### src/rtl/pwm_timebase.sv
// -----------------------------------------------------------------------------
// pwm_timebase
//
// Upstream timebase for the PWM datapath. A prescaler divides the clock into
// count steps. A WIDTH-bit counter runs 0..period_q on those steps and drives
// comparator input A. A double-buffered duty value drives comparator input B.
// The comparator's A_less_B result comes back in and is registered into a
// glitch-free PWM output.
//
// Ports
//   clk           system clock
//   reset         synchronous, active-high reset
//   enable        run/hold control; holding freezes prescaler and counter
//   prescale      extra clocks per count step (0 = step every clock)
//   load          one-cycle write strobe into the shadow registers
//   period_in     terminal count written by load (counter runs 0..period)
//   duty_in       duty value written by load
//   cmp_a_less_b  comparator result for A=cnt_out, B=duty_out
//   cnt_out       active counter value (comparator A)
//   duty_out      active duty value (comparator B)
//   pwm_out       registered PWM output
//   period_tick   one-clock pulse in the clock after a counter wrap
//   pending       shadow values are waiting for the next wrap
//
// Write interface: load has no ready. Every cycle with load=1 is accepted
// and overwrites the shadow registers, so the last write wins. If the same
// cycle is a wrap step, the written values go live at that wrap and pending
// stays clear.
// -----------------------------------------------------------------------------
module pwm_timebase #(
   parameter int WIDTH = 4,
   parameter int PRE_W = 8
) (
   input  logic             clk,
   input  logic             reset,
   input  logic             enable,
   input  logic [PRE_W-1:0] prescale,
   input  logic             load,
   input  logic [WIDTH-1:0] period_in,
   input  logic [WIDTH-1:0] duty_in,
   input  logic             cmp_a_less_b,
   output logic [WIDTH-1:0] cnt_out,
   output logic [WIDTH-1:0] duty_out,
   output logic             pwm_out,
   output logic             period_tick,
   output logic             pending
);

   logic [PRE_W-1:0] pre_cnt;
   logic [WIDTH-1:0] period_q;
   logic [WIDTH-1:0] shadow_period;
   logic [WIDTH-1:0] shadow_duty;
   logic             step;
   logic             wrap;

   // prescale is compared live. If it drops below pre_cnt, pre_cnt keeps
   // counting, wraps through zero and then matches.
   assign step = enable && (pre_cnt == prescale);
   assign wrap = step && (cnt_out == period_q);

   always_ff @(posedge clk) begin
      if (reset) begin
         pre_cnt       <= '0;
         cnt_out       <= '0;
         duty_out      <= '0;
         period_q      <= '1;
         shadow_period <= '1;
         shadow_duty   <= '0;
         pwm_out       <= 1'b0;
         period_tick   <= 1'b0;
         pending       <= 1'b0;
      end else begin
         if (enable) begin
            if (step) pre_cnt <= '0;
            else      pre_cnt <= pre_cnt + 1'b1;
         end

         if (step) begin
            if (wrap) cnt_out <= '0;
            else      cnt_out <= cnt_out + 1'b1;
         end

         // wrap already requires enable, so a held timebase never ticks.
         period_tick <= wrap;

         if (load) begin
            shadow_period <= period_in;
            shadow_duty   <= duty_in;
         end

         // Active values only move at a wrap, so the comparator never sees
         // a mid-period change. A coincident load bypasses the shadow.
         if (wrap && load) begin
            period_q <= period_in;
            duty_out <= duty_in;
         end else if (wrap && pending) begin
            period_q <= shadow_period;
            duty_out <= shadow_duty;
         end

         if (wrap)      pending <= 1'b0;
         else if (load) pending <= 1'b1;

         pwm_out <= cmp_a_less_b & enable;
      end
   end

endmodule

### config.mk
export PLATFORM = sky130hd
export DESIGN_NAME = pwm_timebase
export DESIGN_NICKNAME = d
export VERILOG_FILES = /design/src/rtl/pwm_timebase.sv
export SDC_FILE = /design/constraint.sdc
export NUM_CORES = 1
export LEC_CHECK = 0
export ABC_AREA = 1
export CORE_MARGIN = 2
export CORE_UTILIZATION = 54
export CTS_CLUSTER_SIZE = 10
export DETAILED_ROUTE_END_ITERATION = 10
export PLACE_DENSITY_LB_ADDON = 0.15
export SLEW_MARGIN = 20
export SYNTH_ARGS = -nofsm -noshare
export SYNTH_HDL_FRONTEND = slang
export SYNTH_SLANG_ARGS = --single-unit
### constraint.sdc
create_clock -name clk -period 3.5 [get_ports clk]
set_input_delay 0.7 -clock clk [delete_from_list [all_inputs] [get_ports clk]]
set_output_delay 0.7 -clock clk [all_outputs]
set_load 0.1 [all_outputs]
# Word-level counts from Yosys, hierarchy flattened
# Index checks and enable logic that the tools add are counted.
# totals
register_bits,31
latch_bits,0
ramBits,0
mem_bits_ro,0
output_inout_bits,11
wordCells,26
mem_count,0
# classes
add_sub_neg,2
n_mul,0
div,0
magnitude_cmp,0
n_eq_ne,2
n_shift,0
mux,6
bitwise,1
n_reduce_logical,6
# op_table
cell,n
4-bit two-way mux,5
8-bit by 1-bit adder with 8-bit output (second input constant),1
8-bit equality test,1
8-bit two-way mux,1
4-bit by 1-bit adder with 4-bit output (second input constant),1
4-bit equality test,1
1-bit logical AND,4
2-bit nonzero test,1
2-bit OR reduction,1
1-bit AND,1

# Depth between registers and ports, before layout
# Gate-level depths: netlist of the first run.
# logic_depth
ltp_word,6
ltp_mapped,10

# Worst setup path before layout of the first run
# OpenSTA, ideal clock, no wires.
# synth_timing
path_kind,register -> register
from,register cnt_out[2]
to,register period_q[0]
setup_ns,0.123
arrival_time_ns,1.875
slack_ns,1.502
path_stages_with_launch,7
period_less_slack_ns,1.998
cell_sequence,dfxtp_1 xnor2_1 nand2_1 nor2_4 nand4_2 a21oi_1 o21ai_0
# synth_via
elab_chain_cells,4
elab_cells_between_ends,6
cone_classes,eq/ne: 1; mux: 1; reduce/logical: 4
# synth_rtl
element,line,source
from (decl),42,"output logic [WIDTH-1:0] cnt_out,"
from (signal assigned),80,else cnt_out <= cnt_out + 1'b1;
4-bit equality test (*),59,assign wrap = step && (cnt_out == period_q);
1-bit logical AND (*),59,
1-bit logical AND (on tied branches),"93, 96",
4-bit two-way mux / 2-bit nonzero test (equally long branches),n/a,
to (signal assigned),94,period_q <= period_in;
to (signal assigned),97,period_q <= shadow_period;
to (decl),50,logic [WIDTH-1:0] period_q;
# Every way passes the cells marked *; elsewhere a longest branch is shown, timed or not.
# A chain may end at the register's enable or synchronous reset.

# Worst setup path after layout of the first run
# layout_timing
from,register cnt_out[0]
to,output port cnt_out[0]
# No word-level cell between the ends.

==> impl_metrics.py, run 1 <==
metrics = {
    "pwr": {
        "internal-power_uw": 477.7,
        "power.share.switching_pct": 26.40,
        "p_sw_uw": 171.4,
        "power_frac_comb_pct": 13.6,
        "p_leak_nw": 0.8605,
        "power_frac_clock_pct": 30.1,
        "total_power_uw": 649.1,
        "seqPwrFrac_pct": 56.3,
        "p_per_area_nw_per_um2": 328.1,
        "peakVddDrop_uv": 396.3,
    },
    "logic_synthesis": {
        "ys_warn_count": 0,
        "ys_seq_area_share_pct": 38.81,
        "synth_area_um2": 1599,
        "async_reset_ff_share_pct": 0,
        "synth_edf_count": 0,
        "yosys.area.top_type": "dfxtp_1",
        "synth_compound_area_share_pct": 9.937,
        "netlist_instances": 227,
        "synth-xor-area-share_pct": 4.382,
        "muxShareOfSynthArea_pct": 1.252,
        "ys_top_cells_by_area": "dfxtp_1, nand2_1, inv_1",
        "synth_nets": 250,
        "synth_simple_gate_area_share_pct": 34.82,
        "synth_cell_types": 30,
        "synth-seq-cells": 31,
        "syn_avg_cell_area_um2": 7.044,
        "synth_top_family_by_area": "simple AND/OR/NAND/NOR gates",
        "synth_top_area_share_pct": 38.81,
        "synthAdderAreaFrac_pct": 1.565,
        "synth_ff_type": "dfxtp_1",
    },
    "place": {
        "hpwl_um": 2437,
        "port_buffers": 31,
        "gp_congestion": 0.8174,
    },
    "die": {
        "initial_core_util_pct": 57.49,
        "dieHeight_um": 58.42,
        "core_area_um2": 2781,
        "die_w_um": 58.42,
        "rows": 19,
        "dieArea_um2": 3412,
        "pin_count": 32,
    },
    "cells_and_area": {
        "utilization_pct": 71.12,
        "final_nets": 284,
        "final_layout_size_suffix_gt1_share_pct": 11.07,
        "num_antenna_cells": 0,
        "areaGrowthSynthToFinish_pct": 23.71,
    },
    "timing": {
        "setup_violations": 0,
        "min_period_over_period_pct": 75.74,
        "period_needed_ns": 2.651,
        "max_freq_mhz": 377.2,
        "worstMarginPinSlew_ns": 0.9734,
        "max_slew_margin_pct": 34.91,
        "finalHoldViolCount": 0,
        "skew_ns": 0.001934,
        "hold_slack_ns": 0.4572,
        "rsz0062_at_grt": "no",
        "finalMaxSlewViolations": 0,
        "setup_tns_ns": 0,
    },
    "clock_tree": {
        "numCtsBuffers": 5,
        "clkTransAtPathRegs_ns": 0.09,
        "clock_sinks": 31,
        "clkLatencyLatePin_ns": 0.33,
        "postCtsSetupRepairBufs": 0,
        "htreeDepth": 2,
        "cts-resized-gates": 0,
        "tritoncts": "yes",
        "clockRootBuffer": "clkbuf_4",
        "cts.path.max_buffers": 2,
        "hold_buffers": 0,
    },
    "hold_path": {
        "hold_start": "shadow_duty[1]$_SDFFE_PP0P_",
        "hold_path_end": "shadow_duty[1]$_SDFFE_PP0P_",
        "min_path_type": "register to register",
        "hold_depth": 2,
    },
    "global_routing": {
        "grt_pass1_wl_um": 5368,
        "grt_max_degree": 16,
        "grt_use_total_pct": 20.88,
        "grt_overflow": 0,
        "grt_pass1_vias": 1279,
        "antenna_found_initial": 0,
    },
    "setup_path": {
        "critical-path-top-delay-family": "buffers and inverters",
        "criticalPathCategory": "register to output port",
        "cp_max_fo": 6,
        "rr_endpoint": "pending$_SDFFE_PP0P_",
        "r2r_cells": 9,
        "path_cells": "clkdlybuf4s50_1",
        "cp-start-kind": "register",
        "critPathCaptureType": "output port",
        "crit_slowest_cell": "clkdlybuf4s50_1",
        "arrival_ns": 1.95,
        "r2r_setup_slack_ns": 1.92,
        "worst-path-buf-inv": 1,
        "cp.depth": 1,
        "required_ns": 2.80,
        "r2r_start": "pre_cnt[2]$_SDFFE_PP0P_",
        "cpPeakStageDelay_ns": 1.17,
    },
    "detailed_routing": {
        "routedWlPerCell_um": 10.55,
        "drt_first_pass_iters": 4,
        "route.detailed.vias_per_inst": 4.925,
        "drt-total-wl_um": 3092,
        "ant_nets": 0,
        "drc": 0,
        "vias": 1443,
        "drtIter0Drc": 40,
    },
    "outcome": {
        "status": "complete, no violations",
    },
    "run": {
        "cap_violations": 0,
    },
}
-- state kept, by name, indices dropped and copies added (netlist names) --
signal	cells
cnt_out	4
duty_out	4
pending	1
period_q	4
period_tick	1
pre_cnt	8
pwm_out	1
shadow_duty	4
shadow_period	4
-- final cells by class --
| type | count | area [um^2] |
|---|---|---|
| clock buffer | 7 | 45.04 |
| timing repair buffer | 31 | 310.3 |
| inverter | 34 | 127.6 |
| tap | 31 | 38.79 |
| sequential | 31 | 620.6 |
| multi-input combinational | 158 | 830.8 |
| fill | 246 | 803.3 |
| clock inverter | 1 | 5.005 |
-- cell usage in the layout (no fill, tap or decap) --
| master | instances |
|---|---|
| nand2_1 | 65 |
| inv_1 | 31 |
| dfxtp_1 | 31 |
| clkdlybuf4s50_1 | 31 |
| nor2_1 | 25 |
| a21oi_1 | 11 |
| o21ai_0 | 7 |
| or2_2 | 6 |
| clkbuf_4 | 5 |
| a21oi_2 | 4 |
| xnor2_1 | 4 |
| xor2_1 | 4 |
| nor3_1 | 4 |
| inv_2 | 3 |
| nand3_2 | 3 |
| nor2_4 | 3 |
| nand4_1 | 3 |
| nand3_1 | 3 |
| o2111ai_1 | 2 |
| nor3b_1 | 2 |
| mux2i_1 | 2 |
| o21ai_1 | 2 |
| ha_1 | 2 |
| clkbuf_1 | 2 |
| nand4_2 | 1 |
| nor2_2 | 1 |
| nand2_2 | 1 |
| nand3_4 | 1 |
| a31oi_1 | 1 |
| or2_0 | 1 |
| clkinv_2 | 1 |
-- power groups by stage --
stage	combinational [mW]	sequential (mW)	clock, mW
final	0.0883	0.366	0.195
after detailed placement	0.0883	0.374	0
after global placement	0.0875	0.374	0
after global routing	0.0982	0.367	0.220
after floorplan	0.0445	0.383	0
after CTS	0.0886	0.366	0.199
-- synthesized netlist by cell type (4+ instances only) --
cell and instances:
or2_2 6, xor2_1 4, nand2_1 65, inv_1 31
a21oi_2 4, xnor2_1 4, nor2_1 25, o21ai_0 7
dfxtp_1 31, a21oi_1 11, nor3_1 4
-- per-stage QoR --
stage	setup slack (ns)	std cells	area, um^2
floorplan	1.502	227	1599
global placement	1.065	285	1928
detailed placement	0.9639	285	1928
CTS	0.8532	293	1978
global route	0.7844	293	1978
finish	0.8490	293	1978
-- how the worst max path moves through the flow --
stage	from	end	slack [ns]
5_1_grt	cnt_out[0]$_SDFFE_PP0N_	cnt_out[0]	0.78
4_1_cts	cnt_out[0]$_SDFFE_PP0N_	cnt_out[0]	0.85
3_5_place_dp	load	period_q[0]$_SDFFE_PP1P_	0.96
2_1_floorplan	cnt_out[2]$_SDFFE_PP0N_	period_q[0]$_SDFFE_PP1P_	1.50
6_report	cnt_out[0]$_SDFFE_PP0N_	cnt_out[0]	0.85
3_3_place_gp	load	period_q[2]$_SDFFE_PP1P_	1.06
-- routing by layer --
metal / global-route usage, % / wire length [um] / vias to the layer above
met3: 5.275 / 150 / 8
li1: - / - / 776
met5: 0 / 0 / -
met1: 27.75 / 1530 / 625
met2: 31.62 / 1347 / 34
met4: 9.967 / 63 / 0
-- kinds of logic after synthesis --
group / Yosys count
and+or+nand+nor: 119
buffers and inverters: 38
DFF: 31
AOI/OAI and AO/OA: 27
xor gates and xnor gates: 8
muxes: 2
adders and majority gates: 2
Power figures use the tool's default switching activity.
==> inputs of run 2 (changes only) <==
- CORE_UTILIZATION: 54 -> 51
- clock period: 3.5 -> 2.61 ns (I/O delays scaled with it)
==> run 2 against run 1 <==
Effect of this change: design area up 2.4%; via count up 0.21%; core utilization shrank 4.2 points; register-to-register slack worse by 0.89 ns; worst setup slack worse by 0.11 ns; non-clock buffer count is 3 higher; largest cell class unchanged.
==> impl_metrics.py, run 2 (synthesis results as in run 1) <==
metrics = {
    "timing": {
        "finalHoldViolCount": 0,
        "rsz0062_at_grt": "no",
        "setup_tns_ns": 0,
        "skew_ns": 0.008751,
        "period_needed_ns": 1.872,
        "max_freq_mhz": 534.2,
        "setup_violations": 0,
        "min_period_over_period_pct": 71.72,
        "setup_slack_ns": 0.7382,
        "max_slew_margin_pct": 77.10,
        "finalMaxSlewViolations": 0,
        "worstMarginPinSlew_ns": 0.3423,
    },
    "clock_tree": {
        "hold_buffers": 0,
        "tritoncts": "yes",
        "numCtsBuffers": 5,
        "clkTransAtPathRegs_ns": 0.09,
        "clock_sinks": 31,
        "clkLatencyLatePin_ns": 0.32,
        "htreeDepth": 2,
        "clockRootBuffer": "clkbuf_4",
        "cts-resized-gates": 0,
        "postCtsSetupRepairBufs": 0,
        "cts.path.max_buffers": 2,
    },
    "global_routing": {
        "grt_max_degree": 13,
        "grt_pass1_vias": 1244,
        "grt_pass1_wl_um": 5423,
        "grt_use_total_pct": 20.57,
        "grt_overflow": 0,
        "antenna_found_initial": 0,
    },
    "die": {
        "pin_count": 32,
        "dieHeight_um": 60.00,
        "die_w_um": 60.00,
        "rows": 20,
        "dieArea_um2": 3599,
        "core_area_um2": 3028,
        "initial_core_util_pct": 52.81,
    },
    "cells_and_area": {
        "final_nets": 287,
        "num_antenna_cells": 0,
        "largest_register_ffs": 8,
        "final_common_cell": "nand2_1",
        "seq_area_um2": 620.6,
        "fin_area_um2": 2026,
        "largest_register": "pre_cnt",
        "multi_input_area_um2": 830.8,
        "areaGrowthSynthToFinish_pct": 26.68,
        "fill_cells": 275,
        "mostFrequentLayoutCells": "nand2_1, inv_1, dfxtp_1",
        "final_layout_size_suffix_gt1_share_pct": 16.98,
        "utilization_pct": 66.90,
    },
    "setup_path": {
        "r2r_setup_slack_ns": 1.03,
        "rr_endpoint": "cnt_out[2]$_SDFFE_PP0N_",
        "cp_max_fo": 8,
        "crit_path_end": "cnt_out[3]$_SDFFE_PP0N_",
        "arrival_ns": 2.08,
        "critPathLaunch": "enable",
        "cp-start-kind": "input pin",
        "required_ns": 2.82,
        "r2r_cells": 9,
        "critPathCaptureType": "register",
        "criticalPathCategory": "input pin to register",
        "r2r_start": "pre_cnt[5]$_SDFFE_PP0P_",
    },
    "detailed_routing": {
        "vias": 1446,
        "drt_first_pass_iters": 4,
        "drt-total-wl_um": 3282,
        "route.detailed.vias_per_inst": 4.680,
        "drtIter0Drc": 80,
        "drc": 0,
        "ant_nets": 0,
        "routedWlPerCell_um": 10.62,
    },
    "place": {
        "gp_congestion": 0.8343,
        "port_buffers": 31,
        "hpwl_um": 2533,
        "place_area_um2": 1939,
        "place_ws_ns": 0.3926,
    },
    "pwr": {
        "p_leak_nw": 0.9155,
        "peakVddDrop_uv": 363.1,
        "total_power_uw": 998.2,
        "p_per_area_nw_per_um2": 492.8,
    },
    "hold_path": {
        "min_path_type": "register to register",
    },
    "outcome": {
        "status": "complete, no violations",
    },
    "run": {
        "cap_violations": 0,
    },
}
==> run 2: cell type report <==
cell class | instances | share of cell area (%)
inverter | 34 | 6.300
timing repair buffer | 34 | 15.07
clock inverter | 2 | 1.729
multi-input combinational | 158 | 41.01
clock buffer | 6 | 2.532
sequential | 31 | 30.64
tap | 44 | 2.718
==> run 2: how the worst min path moves through the flow <==
| stage | from | end | slack [ns] | cells after the start |
|---|---|---|---|---|
| 2_1_floorplan | shadow_period[0]$_SDFFE_PP1P_ | shadow_period[0]$_SDFFE_PP1P_ | 0.42 | 2 |
| 3_3_place_gp | shadow_duty[1]$_SDFFE_PP0P_ | shadow_duty[1]$_SDFFE_PP0P_ | 0.44 | 2 |
| 3_5_place_dp | shadow_duty[2]$_SDFFE_PP0P_ | shadow_duty[2]$_SDFFE_PP0P_ | 0.45 | 2 |
| 4_1_cts | shadow_duty[2]$_SDFFE_PP0P_ | shadow_duty[2]$_SDFFE_PP0P_ | 0.46 | 2 |
| 5_1_grt | shadow_duty[2]$_SDFFE_PP0P_ | shadow_duty[2]$_SDFFE_PP0P_ | 0.47 | 2 |
| 6_report | shadow_duty[2]$_SDFFE_PP0P_ | shadow_duty[2]$_SDFFE_PP0P_ | 0.46 | 2 |
==> run 2: through the flow <==
step / std cells / hold WS [ns]
after CTS: 309 / 0.4592
final: 309 / 0.4551
after floorplan: 227 / 0.4243
after detailed placement: 301 / 0.4456
after global placement: 301 / 0.4398
after global routing: 309 / 0.4724
==> run 2: report_power, final <==
| group | leakage, nW | internal (mW) | total, mW | switching, mW |
|---|---|---|---|---|
| sequential | 0.253 | 0.485 | 0.491 | 0.00581 |
| clock | 0.0482 | 0.226 | 0.386 | 0.160 |
| combinational | 0.615 | 0.0533 | 0.121 | 0.0678 |
==> run 2: metal layers <==
| layer | GRT usage, % | vias up | wire length (um) | part of all wire, % |
|---|---|---|---|---|
| met3 | 5.195 | 4 | 145 | 4.4 |
| met2 | 29.50 | 32 | 1374 | 42 |
| met5 | 0 | - | 0 | 0 |
| li1 | - | 785 | - | - |
| met4 | 8.889 | 0 | 46 | 1.4 |
| met1 | 29.05 | 625 | 1716 | 52 |
==> run 2: critical path, cell delays in order <==
cell,delay [ns]
clkdlybuf4s50_1,0.65
inv_2,0.08
a21oi_2,0.12
nand3_2,0.10
nor2_4,0.16
nand2_2,0.10
nor2_1,0.15
xor2_1,0.16
nor2_1,0.05
==> inputs of run 3 (changes only) <==
- clock period: 2.61 -> 1.8 ns (I/O delays scaled with it)
==> run 3 against run 2 <==
Effect of this change: flip-flop and latch count is the same; sequential power grew 45%; critical path depth grew 2; design area grew 9.6%; total power grew 41%; count of clock-buffer cells in the layout is the same; non-clock buffer count grew 9; via count grew 2.6%; first-iteration DRC count shrank 41%; critical path type unchanged; highest routed layer unchanged.
==> impl_metrics.py, run 3 (synthesis results as in run 1) <==
metrics = {
    "cells_and_area": {
        "final_common_cell": "nand2_1",
        "areaGrowthSynthToFinish_pct": 38.89,
        "fill_cells": 240,
        "largest_register": "pre_cnt",
        "num_antenna_cells": 0,
        "final_layout_size_suffix_gt1_share_pct": 20.51,
        "largest_register_ffs": 8,
        "mostFrequentLayoutCells": "nand2_1, inv_1, dfxtp_1",
        "final_nets": 296,
        "utilization_pct": 73.35,
    },
    "detailed_routing": {
        "drt-total-wl_um": 3245,
        "vias": 1484,
        "routedWlPerCell_um": 10.24,
        "ant_nets": 0,
        "drt_first_pass_iters": 5,
        "drc": 0,
        "route.detailed.vias_per_inst": 4.681,
        "drtIter0Drc": 47,
    },
    "setup_path": {
        "critPathCaptureType": "register",
        "critPathLaunch": "prescale[4]",
        "arrival_ns": 1.83,
        "criticalPathCategory": "input pin to register",
        "cp-start-kind": "input pin",
        "r2r_start": "pre_cnt[5]$_SDFFE_PP0P_",
        "r2r_setup_slack_ns": 0.28,
        "cp_max_fo": 7,
        "required_ns": 2.03,
    },
    "timing": {
        "finalHoldViolCount": 0,
        "setup_slack_ns": 0.1984,
        "max_slew_margin_pct": 85.46,
        "rsz0062_at_grt": "no",
        "max_freq_mhz": 624.4,
        "worstMarginPinSlew_ns": 0.2120,
        "finalMaxSlewViolations": 0,
        "period_needed_ns": 1.602,
        "skew_ns": 0.005420,
        "setup_violations": 0,
        "min_period_over_period_pct": 88.98,
    },
    "place": {
        "port_buffers": 31,
        "hpwl_um": 2537,
        "gp_congestion": 0.8952,
        "place_ws_ns": -0.2285,
    },
    "die": {
        "initial_core_util_pct": 52.81,
        "dieArea_um2": 3599,
        "die_w_um": 60.00,
        "core_area_um2": 3028,
        "pin_count": 32,
        "rows": 20,
        "dieHeight_um": 60.00,
    },
    "clock_tree": {
        "numCtsBuffers": 5,
        "hold_buffers": 0,
        "clkLatencyLatePin_ns": 0.33,
        "clkTransAtPathRegs_ns": 0.09,
        "clockRootBuffer": "clkbuf_4",
        "cts.path.max_buffers": 2,
        "clock_sinks": 31,
        "htreeDepth": 2,
        "tritoncts": "yes",
    },
    "hold_path": {
        "hold_start": "shadow_duty[2]$_SDFFE_PP0P_",
        "min_path_type": "register to register",
    },
    "run": {
        "cap_violations": 0,
    },
    "pwr": {
        "peakVddDrop_uv": 572.4,
        "p_leak_nw": 0.9833,
        "total_power_mw": 1.409,
        "p_per_area_nw_per_um2": 634.3,
    },
    "outcome": {
        "status": "complete, no violations",
    },
    "global_routing": {
        "grt_pass1_wl_um": 5506,
        "antenna_found_initial": 0,
        "grt_max_degree": 13,
        "grt_pass1_vias": 1273,
        "grt_use_total_pct": 20.94,
        "grt_overflow": 0,
    },
}
run 3: path summary, 6_finish.rpt:
kind | to | cells past startpoint
max | duty_out[1]$_SDFFE_PP0P_ | 11
max reg2reg | duty_out[1]$_SDFFE_PP0P_ | 10
min | shadow_duty[2]$_SDFFE_PP0P_ | 2
min reg2reg | shadow_duty[2]$_SDFFE_PP0P_ | 2
run 3: through the flow:
| stage | std cells | cell area, um^2 | setup TNS, ns | hold WS [ns] |
|---|---|---|---|---|
| after detailed placement | 308 | 2135 | -2.790 | 0.4461 |
| after global placement | 308 | 2135 | -2.720 | 0.4389 |
| after floorplan | 227 | 1604 | 0 | 0.4243 |
| after CTS | 315 | 2206 | 0 | 0.4593 |
| final | 317 | 2221 | 0 | 0.4571 |
| after global routing | 317 | 2221 | 0 | 0.4897 |
run 3: report_power, final:
part	switching [mW]	leakage, nW	total [mW]	internal (mW)
combinational	0.0995	0.690	0.189	0.0890
clock	0.222	0.0383	0.508	0.286
sequential	0.00946	0.255	0.712	0.703
run 3: layout make-up:
type                    instances  area, um^2  area share, %
clock buffers                   6       41.29          1.859
repair buffers                 43       510.5          22.99
clock inverters                 1       30.03          1.352
flip-flops and latches         31       625.6          28.17
well taps                      44       55.05          2.479
multi-input cells             158       830.8          37.41
inverters                      34       127.6          5.746
run 3: routing by layer:
metal / routed length (um) / track usage [%]
met1: 1655 / 29.49
met2: 1368 / 30.43
met3: 160 / 5.195
met4: 60 / 8.571
met5: 0 / 0
run 3: worst max-delay path, cell delays in order:
cell and delay [ns]:
clkdlybuf4s50_1 0.47, inv_1 0.04, nand2_1 0.05, nand2_1 0.07, nor2_1 0.13, nand3_2 0.11, nor2_4 0.16, buf_4 0.15
nand3_4 0.09, inv_1 0.13, a21oi_2 0.07
run 3: what timing repair did:
action,in CTS,in global routing
gates resized for setup,0,0
setup endpoints to repair,0,7
buffers inserted,0,2
